--- config.mk ---
export PLATFORM = sky130hd
export DESIGN_NAME = draw_star_box
export DESIGN_NICKNAME = d
export VERILOG_FILES = /design/src/rtl/draw_star_box.sv
export SDC_FILE = /design/constraint.sdc
export NUM_CORES = 1
export LEC_CHECK = 0
export BUFFER_PORTS_ARGS = -buffer_cell sky130_fd_sc_hd__buf_2
export CAP_MARGIN = 15
export CORE_MARGIN = 3
export CORE_UTILIZATION = 55
export CTS_BUF_LIST = sky130_fd_sc_hd__clkbuf_2 sky130_fd_sc_hd__clkbuf_4 sky130_fd_sc_hd__clkbuf_8
export DETAILED_ROUTE_END_ITERATION = 10
export MAX_ROUTING_LAYER = met4
export PLACE_DENSITY = 0.78
export SLEW_MARGIN = 15
export SYNTH_ARGS = -nofsm -noshare
export SYNTH_HDL_FRONTEND = slang
export SYNTH_SLANG_ARGS = --single-unit
export TNS_END_PERCENT = 50
--- constraint.sdc ---
create_clock -name clk -period 2.4 [get_ports clk]
set_clock_uncertainty 0.05 [all_clocks]
set_input_delay 0.48 -clock clk [delete_from_list [all_inputs] [get_ports clk]]
set_output_delay 0.48 -clock clk [all_outputs]
set_load 0.01 [all_outputs]
--- src/rtl/draw_star_box.sv ---
//------------------------------------------------------------------------------
// Module      : draw_star_box
// Description : Pixel-plot writer for the VGA adapter. When goDraw arrives it
//               captures the star bounding box, grows it by MARGIN with edge
//               clamping, and plots the outline one pixel per clock. When the
//               box is done (or the request is rejected) it pulses doneDraw.
//               Define DRAW_STAR_BOX_FILL_EN to plot the whole box instead of
//               the outline, row-major with x varying fastest.
// Revision    : 1.0 - initial release
//------------------------------------------------------------------------------
`default_nettype none

module draw_star_box #(
  parameter int         XSZ        = 8,
  parameter int         YSZ        = 7,
  parameter int         X_MAX      = 159,
  parameter int         Y_MAX      = 119,
  parameter int         MARGIN     = 1,
  parameter logic [2:0] BOX_COLOUR = 3'b010
) (
  input  logic           clk,
  input  logic           resetn,
  input  logic           goDraw,
  input  logic [XSZ-1:0] xLeft,
  input  logic [XSZ-1:0] xRight,
  input  logic [YSZ-1:0] yTop,
  input  logic [YSZ-1:0] yBottom,
  output logic [XSZ-1:0] x,
  output logic [YSZ-1:0] y,
  output logic [2:0]     colour,
  output logic           plot,
  output logic           doneDraw,
  output logic           boxErr
);

  typedef enum logic [2:0] {
    S_IDLE   = 3'd0,
    S_LATCH  = 3'd1,
    S_TOP    = 3'd2,
    S_RIGHT  = 3'd3,
    S_BOTTOM = 3'd4,
    S_LEFT   = 3'd5,
    S_DONE   = 3'd6,
    S_FILL   = 3'd7
  } state_t;

  // One extra bit so that subtracting the margin shows up as a borrow.
  localparam logic [XSZ:0] c_margin_x = (XSZ+1)'(MARGIN);
  localparam logic [YSZ:0] c_margin_y = (YSZ+1)'(MARGIN);
  localparam logic [XSZ:0] c_x_max    = (XSZ+1)'(X_MAX);
  localparam logic [YSZ:0] c_y_max    = (YSZ+1)'(Y_MAX);

  state_t         r_state, w_state_nxt;
  logic [XSZ-1:0] r_l, r_r, r_cx, w_cx_nxt, w_x_nxt, w_l, w_r;
  logic [YSZ-1:0] r_t, r_b, r_cy, w_cy_nxt, w_y_nxt, w_t, w_b, w_h_m1;
  logic [XSZ:0]   w_l_ext, w_r_ext;
  logic [YSZ:0]   w_t_ext, w_b_ext;
  logic           w_plot_nxt, w_done_nxt, w_err_nxt, w_bad;

  // Margin growth with clamping to the screen edges, plus request validity.
  always_comb begin
    w_l_ext = {1'b0, xLeft} - c_margin_x;
    w_r_ext = {1'b0, xRight} + c_margin_x;
    w_t_ext = {1'b0, yTop} - c_margin_y;
    w_b_ext = {1'b0, yBottom} + c_margin_y;
    w_l     = w_l_ext[XSZ] ? '0 : w_l_ext[XSZ-1:0];
    w_r     = (w_r_ext > c_x_max) ? c_x_max[XSZ-1:0] : w_r_ext[XSZ-1:0];
    w_t     = w_t_ext[YSZ] ? '0 : w_t_ext[YSZ-1:0];
    w_b     = (w_b_ext > c_y_max) ? c_y_max[YSZ-1:0] : w_b_ext[YSZ-1:0];
    w_bad   = (xLeft > xRight) || (yTop > yBottom);
    w_h_m1  = r_b - r_t;
  end

  // Next-state and next-output logic; each edge-walking state emits the
  // current cursor and then advances it or hands over to the next edge.
  always_comb begin
    w_state_nxt = r_state;
    w_cx_nxt    = r_cx;
    w_cy_nxt    = r_cy;
    w_x_nxt     = '0;
    w_y_nxt     = '0;
    w_plot_nxt  = 1'b0;
    w_done_nxt  = 1'b0;
    w_err_nxt   = boxErr;
    if (r_state == S_TOP || r_state == S_RIGHT || r_state == S_BOTTOM ||
        r_state == S_LEFT || r_state == S_FILL) begin
      w_plot_nxt = 1'b1;
      w_x_nxt    = r_cx;
      w_y_nxt    = r_cy;
    end
    case (r_state)
      S_IDLE: if (goDraw) w_state_nxt = S_LATCH;
      S_LATCH: begin
        if (w_bad) begin
          w_err_nxt   = 1'b1;
          w_state_nxt = S_DONE;
        end else begin
          w_err_nxt   = 1'b0;
          w_cx_nxt    = w_l;
          w_cy_nxt    = w_t;
`ifdef DRAW_STAR_BOX_FILL_EN
          w_state_nxt = S_FILL;
`else
          w_state_nxt = S_TOP;
`endif
        end
      end
      S_TOP: begin
        if (r_cx == r_r) begin
          if (r_t == r_b) w_state_nxt = S_DONE;
          else begin
            w_cy_nxt    = r_t + YSZ'(1);
            w_state_nxt = S_RIGHT;
          end
        end else w_cx_nxt = r_cx + XSZ'(1);
      end
      S_RIGHT: begin
        if (r_cy == r_b) begin
          if (r_l == r_r) w_state_nxt = S_DONE;
          else begin
            w_cx_nxt    = r_r - XSZ'(1);
            w_state_nxt = S_BOTTOM;
          end
        end else w_cy_nxt = r_cy + YSZ'(1);
      end
      S_BOTTOM: begin
        if (r_cx == r_l) begin
          if (w_h_m1 < YSZ'(2)) w_state_nxt = S_DONE;
          else begin
            w_cy_nxt    = r_b - YSZ'(1);
            w_state_nxt = S_LEFT;
          end
        end else w_cx_nxt = r_cx - XSZ'(1);
      end
      S_LEFT: begin
        if (r_cy == r_t + YSZ'(1)) w_state_nxt = S_DONE;
        else w_cy_nxt = r_cy - YSZ'(1);
      end
`ifdef DRAW_STAR_BOX_FILL_EN
      S_FILL: begin
        if (r_cx == r_r) begin
          if (r_cy == r_b) w_state_nxt = S_DONE;
          else begin
            w_cx_nxt = r_l;
            w_cy_nxt = r_cy + YSZ'(1);
          end
        end else w_cx_nxt = r_cx + XSZ'(1);
      end
`endif
      S_DONE: begin
        w_done_nxt  = 1'b1;
        w_state_nxt = S_IDLE;
      end
      default: w_state_nxt = S_IDLE;
    endcase
  end

  // State, bounds, cursor and registered outputs; reset aborts any draw.
  always_ff @(posedge clk or negedge resetn) begin
    if (!resetn) begin
      r_state  <= S_IDLE;
      r_l      <= '0;
      r_r      <= '0;
      r_t      <= '0;
      r_b      <= '0;
      r_cx     <= '0;
      r_cy     <= '0;
      x        <= '0;
      y        <= '0;
      colour   <= '0;
      plot     <= 1'b0;
      doneDraw <= 1'b0;
      boxErr   <= 1'b0;
    end else begin
      r_state  <= w_state_nxt;
      r_cx     <= w_cx_nxt;
      r_cy     <= w_cy_nxt;
      x        <= w_x_nxt;
      y        <= w_y_nxt;
      colour   <= w_plot_nxt ? BOX_COLOUR : 3'b000;
      plot     <= w_plot_nxt;
      doneDraw <= w_done_nxt;
      boxErr   <= w_err_nxt;
      if (r_state == S_LATCH) begin
        r_l <= w_l;
        r_r <= w_r;
        r_t <= w_t;
        r_b <= w_b;
      end
    end
  end

endmodule

`default_nettype wire

==> flow_metrics.tcl <==
set metrics [dict create \
    drive_above_1_share_pct 28.7 \
    synthArstFlopShare_pct 100 \
    cp.arrival_ns 2.89 \
    first_global_vias 5160 \
    cp-end-kind "flip-flop" \
    timing.final.crit_share_pct 113 \
    hold_path_class "input port to flip-flop" \
    die_height_um 106 \
    syn_inst 614 \
    numCtsBuffers 9 \
    period_needed_ns 2.71 \
    cp_num_buf_inv 2 \
    cts_sinks 66 \
    port_buffers 51 \
    grt_max_degree 48 \
    place_ws_ns -0.248 \
    firstDrtPassIters 7 \
    crit_top_cell "inv_2" \
    setup_ws_ns -0.311 \
    ys_seq_elements 66 \
    hold_violations 0 \
    ys_types 66 \
    final_util_pct 72.3 \
    grt_use_total_pct 28.0 \
    fmax_mhz 369 \
    antenna_found_initial 0 \
    avgSynthCellArea_um2 8.91 \
    worstSetupPathType "flip-flop to flip-flop" \
    gp_congestion 0.930 \
    ir_worst_vdd_mv 0.263 \
    yosysWarnings 0 \
    ant_nets 0 \
    layout.cells.most_common "buf_4" \
    synthToLayoutAreaGrowth_pct 25.0 \
    crit_fanout 7 \
    status "complete, but fails checks" \
    synth-edff-count 0 \
    layout.nets 833 \
    path_clk_slew_ns 0.07 \
    crit_path_max_incr_delay_ns 0.39 \
    initial_core_util_pct 57.9 \
    route.vias.total 5121 \
    syn_area_mm2 0.00547 \
    final_cell_mix "buf_4, dfrtp_1, nand2_1" \
    violations "negative setup slack" \
    cts_tree "done" \
    path_cells "inv_2, ha_4, inv_2, fa_2, xor2_1, a2111oi_2, a22oi_1, a211oi_2, nand2_1, nand3_4, mux2_4" \
    antennaDiodeCount 0 \
    postRouteWirelength_um 14700 \
    stdcell_area_mm2 0.00684 \
    crit_required_ns 2.58 \
    fp.dieArea_mm2 0.0112 \
    cts_buffer_depth 2 \
    std_cell_rows 35 \
    io_pins 54 \
    hold_slack_ns 0.356 \
    drc 0 \
    maxCapViolCount 0 \
    cts_root_buffer "clkbuf_8" \
    synthFlopType "dfrtp_1" \
    dp_hpwl_um 11600 \
    cp_slowest_cell "dfrtp_1" \
    grt_pass1_wl_um 24500 \
    overflow 0 \
    htreeDepth 3 \
    viasPerCell 5.78 \
    cp_top_family "compound AO/OA/AOI/OAI gates" \
    finalSetupViolCount 9 \
    insertion_delay_ns 0.34 \
    cellLeakagePower_nw 3.24 \
    rsz0062_at_grt "true" \
    cp-start-kind "flip-flop" \
    finalMaxSlewViolations 0 \
    setup_tns_ns -2.59 \
    die_w_um 106 \
    drt_iter0_drc 391 \
    power_density_mw_per_mm2 345 \
    place_area_mm2 0.00650 \
    routedWlPerCell_um 16.6 \
    seq_area_frac_synth_pct 30.2 \
    core_mm2 0.00946 \
]
[what timing repair did]
action                                 4_1_cts  5_1_grt
endpoints found under the hold margin       14        0
hold buffers                                 1        0
setup endpoints to repair                   10       18
resized for setup                            5       16
setup buffers                                1        1
cloned                                       0        0
pin swaps                                    0        4
[power breakdown]
part | leakage (nW) | internal [mW] | switching, mW
combinational | 2.41 | 0.105 | 0.143
sequential | 0.720 | 1.11 | 0
clock | 0.105 | 0.573 | 0.427
[per-stage QoR]
step | total power, mW | cells
2_1_floorplan | 1.24 | 615
3_3_place_gp | 1.36 | 868
3_5_place_dp | 1.38 | 868
4_1_cts | 2.37 | 885
5_1_grt | 2.46 | 886
6_report | 2.36 | 886
[sequential cells by signal, indices dropped and copies added (netlist names)]
signal / cells
r_cx: 8
r_l: 8
r_r: 8
x: 8
r_b: 7
r_cy: 7
r_t: 7
y: 7
r_state: 3
boxErr: 1
colour: 1
doneDraw: 1
[cell families after synthesis]
logic type,Yosys count,share of synthesized area (%)
flip-flops,66,30.2
AND/OR/NAND/NOR,187,18.1
multiplexers,22,4.80
adder cells (fa/ha/maj),47,11.2
other,1,0.0685
XOR/XNOR,83,13.6
AO/OA/AOI/OAI,146,17.1
buffers and inverters,62,4.96
[worst paths after layout]
check / end / slack, ns / cells after the start / from
worst max-delay path: r_cy[5] / -0.31 / 11 / r_b[0]
max in group asynchronous: r_t[0] / 1.06 / 3 / resetn
worst max register to register: r_cy[5] / -0.31 / 11 / r_b[0]
worst min register to register: boxErr / 0.44 / 2 / boxErr
min in group asynchronous: x[2] / 0.55 / 2 / resetn
worst min-delay path: r_r[0] / 0.36 / 2 / xRight[0]
[synth_stat cells (all sizes together), types with 6 or more instances]
master,count,area share [%]
nand4,9,1.0
xnor2,52,8.6
o31ai,8,1.1
o21ai,32,2.9
nor2,26,1.8
dfrtp,66,30
clkbuf,9,0.62
inv,41,2.8
a21oi,50,4.7
nand2,59,4.1
a211oi,8,1.3
nand3,20,2.2
mux2i,6,1.1
ha,44,10
mux2,16,3.7
and2,13,1.5
nor4,9,1.3
buf,12,1.5
o22ai,8,0.91
xor2,31,5.0
a21o,7,0.96
nor3,20,2.2
[worst reg2reg max path, stage by stage, from the launching register on]
cell and delay, ns:
dfrtp_1 0.39, inv_2 0.08, ha_4 0.13, inv_2 0.03, fa_2 0.36, xor2_1 0.21
a2111oi_2 0.27, a22oi_1 0.14, a211oi_2 0.31, nand2_1 0.16, nand3_4 0.17, mux2_4 0.32
[layout make-up]
class                   count  area [um^2]
flip-flops and latches     66         1650
clock buffers               9          124
well taps                 129          161
fillers                   709         2620
repair buffers            148          990
clock inverters             6         82.6
inverters                  41          154
multi-input cells         487         3680
[layer usage]
layer	up-vias	global-route usage, %	wire [um]
met2	193	44.5	6850
met4	0	7.59	232
met1	2436	37.4	6670
met5	-	-	0
li1	2471	-	-
met3	21	4.53	960
(Power assumes the default switching activity.)
